==> src/rtl/hazard_ctrl_pkg.sv <==
// Shared types and default sizing for the hazard controller.
// Channel FSM states and default parameter constants.
package hazard_ctrl_pkg;

    typedef enum logic [1:0] {
        IDLE    = 2'd0,
        WAIT    = 2'd1,
        RELEASE = 2'd2
    } chan_state_e;

    localparam int DEF_NSTG         = 9;
    localparam int DEF_DSTALL_DEPTH = 4;
    localparam int DEF_FLUSH_DEPTH  = 2;
    localparam int DEF_CNT_W        = 32;

endpackage

==> src/rtl/miss_chan.sv <==
// One cache-miss channel: IDLE -> WAIT on miss, WAIT -> RELEASE on fill,
// RELEASE -> IDLE. Fill pulses arriving while IDLE are flagged sticky.
module miss_chan
    import hazard_ctrl_pkg::*;
(
    input  logic clk,
    input  logic reset,
    input  logic miss,
    input  logic fill,
    output logic stall,
    output logic busy,
    output logic fill_err
);

    chan_state_e state_q;
    chan_state_e state_d;
    logic        err_d;

    // State register and sticky error flag.
    always_ff @(posedge clk or posedge reset) begin
        if (reset) begin
            state_q  <= IDLE;
            fill_err <= 1'b0;
        end else begin
            state_q  <= state_d;
            fill_err <= err_d;
        end
    end

    // Next state, stall and error detection.
    always_comb begin
        state_d = state_q;
        err_d   = fill_err;
        unique case (state_q)
            IDLE: begin
                if (fill) err_d = 1'b1;
                if (miss) state_d = WAIT;
            end
            WAIT: begin
                if (fill) state_d = RELEASE;
            end
            RELEASE: begin
                state_d = IDLE;
            end
            default: begin
                state_d = IDLE;
            end
        endcase
    end

    assign busy  = (state_q != IDLE);
    assign stall = busy | (state_q == IDLE && miss);

endmodule

==> src/rtl/hazard_ctrl.sv <==
// Pipeline hazard controller: I/D miss stalls, jump flushes, stall counters.
// Define HAZARD_CTRL_PERF_EN to build the stall-cycle counters.
module hazard_ctrl
    import hazard_ctrl_pkg::*;
#(
    parameter int NSTG         = DEF_NSTG,
    parameter int DSTALL_DEPTH = DEF_DSTALL_DEPTH,
    parameter int FLUSH_DEPTH  = DEF_FLUSH_DEPTH,
    parameter int CNT_W        = DEF_CNT_W
) (
    input  logic             clk,
    input  logic             reset,
    input  logic             imiss,
    input  logic             ifill,
    input  logic             dmiss,
    input  logic             dfill,
    input  logic             jump,
    output logic             pc_we,
    output logic [NSTG-1:0]  stage_we,
    output logic [NSTG-1:0]  stage_reset,
    output logic             fill_err,
    output logic [CNT_W-1:0] istall_cnt,
    output logic [CNT_W-1:0] dstall_cnt
);

    logic istall;
    logic dstall;
    logic ibusy;
    logic d_busy_unused;
    logic i_err;
    logic d_err;
    logic flush_pend;

    miss_chan u_ichan (
        .clk      (clk),
        .reset    (reset),
        .miss     (imiss),
        .fill     (ifill),
        .stall    (istall),
        .busy     (ibusy),
        .fill_err (i_err)
    );

    miss_chan u_dchan (
        .clk      (clk),
        .reset    (reset),
        .miss     (dmiss),
        .fill     (dfill),
        .stall    (dstall),
        .busy     (d_busy_unused),
        .fill_err (d_err)
    );

    assign fill_err = i_err | d_err;

    // Remember a jump taken under an I-refill so the stale fetch gets dropped.
    always_ff @(posedge clk or posedge reset) begin
        if (reset) begin
            flush_pend <= 1'b0;
        end else begin
            flush_pend <= (jump & ibusy) | (flush_pend & istall);
        end
    end

    // Per-register enables and clears; reset forces every register to clear.
    always_comb begin
        pc_we       = ~(istall | dstall);
        stage_we    = '1;
        stage_reset = '0;
        if (dstall) begin
            for (int i = 0; i < NSTG; i++) begin
                if (i < DSTALL_DEPTH) stage_we[i] = 1'b0;
            end
        end else if (istall) begin
            stage_we[0] = 1'b0;
            for (int i = 0; i < NSTG; i++) begin
                if (i == 1) stage_reset[i] = 1'b1;
            end
        end
        if (jump) begin
            for (int i = 0; i < NSTG; i++) begin
                if (i < FLUSH_DEPTH) stage_reset[i] = 1'b1;
            end
        end
        if (flush_pend && !istall) stage_reset[0] = 1'b1;
        if (reset) begin
            pc_we       = 1'b0;
            stage_we    = '1;
            stage_reset = '1;
        end
    end

`ifdef HAZARD_CTRL_PERF_EN
    logic [CNT_W-1:0] icnt_q;
    logic [CNT_W-1:0] dcnt_q;

    // Saturating stall-cycle counters.
    always_ff @(posedge clk or posedge reset) begin
        if (reset) begin
            icnt_q <= '0;
            dcnt_q <= '0;
        end else begin
            if (istall && icnt_q != '1) icnt_q <= icnt_q + CNT_W'(1);
            if (dstall && dcnt_q != '1) dcnt_q <= dcnt_q + CNT_W'(1);
        end
    end

    assign istall_cnt = icnt_q;
    assign dstall_cnt = dcnt_q;
`else
    assign istall_cnt = '0;
    assign dstall_cnt = '0;
`endif

endmodule

==> config.mk <==
export PLATFORM = sky130hd
export DESIGN_NAME = hazard_ctrl
export DESIGN_NICKNAME = d
export VERILOG_FILES = /design/src/rtl/hazard_ctrl_pkg.sv /design/src/rtl/miss_chan.sv /design/src/rtl/hazard_ctrl.sv
export SDC_FILE = /design/constraint.sdc
export NUM_CORES = 1
export LEC_CHECK = 0
export ABC_AREA = 0
export CORE_ASPECT_RATIO = 0.5
export CORE_UTILIZATION = 33
export CTS_BUF_LIST = sky130_fd_sc_hd__clkbuf_8
export CTS_CLUSTER_SIZE = 8
export DETAILED_ROUTE_END_ITERATION = 10
export PLACE_DENSITY = 0.94
export SLEW_MARGIN = 20
export SYNTH_ARGS = -nofsm -noshare
export SYNTH_HDL_FRONTEND = slang
export SYNTH_SLANG_ARGS = --single-unit
export TNS_END_PERCENT = 1
==> constraint.sdc <==
create_clock -name clk -period 3.8 [get_ports clk]
set_clock_uncertainty 0.1 [all_clocks]
set_input_delay 0.76 -clock clk [delete_from_list [all_inputs] [get_ports clk]]
set_output_delay 0.76 -clock clk [all_outputs]
set_load 0.05 [all_outputs]
==> results.yml <==
synth:
  synth-seq-area-share: 0.190
  synth_warnings: 0
  synthCells: 113
  synth.distinct_cells: 21
  synth-seq-cells: 7
  synth_area_um2: 920
  avgSynthCellArea_um2: 8.14
cts:
  post_cts_buffers: 0
  root_buffer: "clkbuf_8"
  cts_resized: 0
  cts_buffers: 3
  cts_tree: "built"
  clock_path_buffers: 2
  clk_pin_slew_ns: 0.04
  clk_latency_ns: 0.22
  cts_sinks: 7
  ctsHoldBuffers: 0
  htreeDepth: 1
global_route:
  grt_pass1_vias: 351
  antenna_found_initial: 0
  grt_use_total: 0.0700
  grt_start_max_net_pins: 12
  grt_pass1_wl_um: 1560
  grt-ovfl-total: 0
layout:
  antennaDiodeCount: 0
  fin_area_um2: 877
  area_delta_synth_final_pct: -4.63
  final_util: 0.335
  fillCellCount: 268
  nNetsFinal: 135
  drive_gt1_frac: 0.0709
  stdcell_count: 164
drt:
  drc: 0
  wl_um: 1080
  first_pass_iters: 3
  num_vias: 500
  drt_iter0_drc: 9
  wl_per_cell_um: 6.57
  vias_per_cell: 3.05
  antenna_left: 0
place:
  placed_area_um2: 832
  routabilityCongestion: 0.724
  dp_hpwl_um: 913
  placedCellCount: 160
  io_buffer_count: 21
  place_ws_ns: 0.473
timing:
  fmax_mhz: 298
  slew_viol_final: 0
  slew_headroom: 0.651
  setup_ws_ns: 0.450
  setup_viol: 0
  finalCritPeriodShare: 0.882
  worst_slew_pin_slew_ns: 0.521
  grt_setup_unrepaired: "false"
  setup_tns_ns: 0
  period_needed_ns: 3.35
  hold_violations: 0
power_and_ir_drop:
  power_leakage_nw: 0.492
  irDropWorstVdd_mv: 0.140
  powerDensity_nw_per_um2: 539
floorplan:
  start_util: 0.351
  die_width_um: 76.7
  rows: 13
  fp.dieH_um: 39.3
  core_um2: 2620
  die_area_um2: 3010
  io_pins: 91
hold_path:
  hp-class: "register to register"
  hold_depth: 1
setup_path:
  reg2reg_depth: 2
  cp_common_cell: "clkdlybuf4s50_1"
  cp_top_family: "buffers and inverters"
  crit_chain: "clkdlybuf4s50_1 -> nor3_2 -> a211o_1 -> clkdlybuf4s50_1"
  path_max_fanout: 4
  start_kind: "input port"
  path_class: "input port to output pin"
  critPathSlowestCell: "clkdlybuf4s50_1"
  max_stage_delay_ns: 0.82
  cp.depth: 4
  crit_required_ns: 2.94
  crit_arrival_ns: 2.49
  cp-end-kind: "output pin"
  crit_buf_inv: 2
outcome:
  outcome: "complete, no violations"
flow_run:
  maxCapViolCount: 0
[registers in the layout (all words and copies together), names as in the netlist]
name / count
u_ichan.fill_err: 1
u_dchan.fill_err: 1
u_dchan.state_q: 2
u_ichan.state_q: 2
flush_pend: 1
[cell families (layout without fill, tap and decap cells)]
kind of cell | count (synthesis) | in the layout | share of synthesized area
buffers and inverters | 80 | 27 | 0.645
AND/OR/NAND/NOR | 16 | 16 | 0.0966
AO/OA/AOI/OAI | 8 | 8 | 0.0599
flip-flops | 7 | 7 | 0.190
other | 2 | 69 | 0.00817
[worst paths after layout]
| path | from | end | slack [ns] |
|---|---|---|---|
| max | imiss | stage_reset[0] | 0.45 |
| min | u_dchan.fill_err$_DFFE_PP0P_ | u_dchan.fill_err$_DFFE_PP0P_ | 0.36 |
| min reg2reg | u_dchan.fill_err$_DFFE_PP0P_ | u_dchan.fill_err$_DFFE_PP0P_ | 0.36 |
| min in group asynchronous | reset | u_dchan.state_q[1]$_DFFE_PP0P_ | 0.97 |
| max in group asynchronous | reset | flush_pend$_DFF_PP0_ | 2.40 |
| max reg2reg | u_dchan.state_q[0]$_DFFE_PP0P_ | u_dchan.state_q[0]$_DFFE_PP0P_ | 2.86 |
[stage by stage]
stage	hold slack, ns	power, mW
after floorplan	0.320	0.400
after global placement	0.333	0.370
final	0.363	0.473
after CTS	0.370	0.474
after global routing	0.400	0.496
after detailed placement	0.361	0.373
[metal layers]
layer / wire length, um / GRT usage / part of all wire
met3: 86 / 0.00698 / 0.080
met5: 0 / 0 / 0
met1: 344 / 0.0607 / 0.32
met2: 628 / 0.158 / 0.58
met4: 18 / 0.0625 / 0.017
[cell type report]
| cell class | count | area, um^2 | area share |
|---|---|---|---|
| clock inverter | 1 | 3.75 | 0.00428 |
| clock buffer | 3 | 41.3 | 0.0471 |
| inverter | 2 | 7.51 | 0.00856 |
| sequential | 7 | 175 | 0.200 |
| timing repair buffer | 21 | 200 | 0.228 |
| tap | 37 | 46.3 | 0.0528 |
| multi-input combinational | 93 | 403 | 0.459 |
[cells in the mapped netlist]
master / number / area (um^2)
o21bai_1: 1 / 7.51
nor3_1: 1 / 5.00
and3_1: 1 / 6.26
or2_2: 1 / 6.26
or3_1: 1 / 6.26
nand2b_1: 2 / 12.5
o22ai_1: 1 / 6.26
and3b_1: 1 / 8.76
conb_1: 2 / 7.51
a21oi_1: 1 / 5.00
dfrtp_1: 7 / 175
a21o_1: 2 / 15.0
a211o_1: 1 / 8.76
nor2_1: 4 / 15.0
or2b_1: 1 / 7.51
buf_4: 78 / 586
nand2_1: 3 / 11.3
nor3_2: 1 / 10.0
inv_1: 2 / 7.51
a211oi_1: 1 / 7.51
o21ai_1: 1 / 5.00
[cell usage in the layout (no fill, tap or decap), drive strengths merged]
cell,n
nor3,2
inv,3
or3,1
or2,1
a211oi,1
nor2,4
clkdlybuf4s50,17
nand2,3
a21oi,1
or2b,1
o22ai,1
a21o,2
o21bai,1
dfrtp,7
and3,1
and3b,1
buf,4
o21ai,1
nand2b,2
a211o,1
clkbuf,3
conb,69
[power breakdown]
group          switching [mW]  internal [mW]  leakage [nW]
combinational           0.218         0.0430         0.386
clock                  0.0301         0.0696        0.0269
sequential             0.0199         0.0920        0.0791
Power figures use the tool's default switching activity.
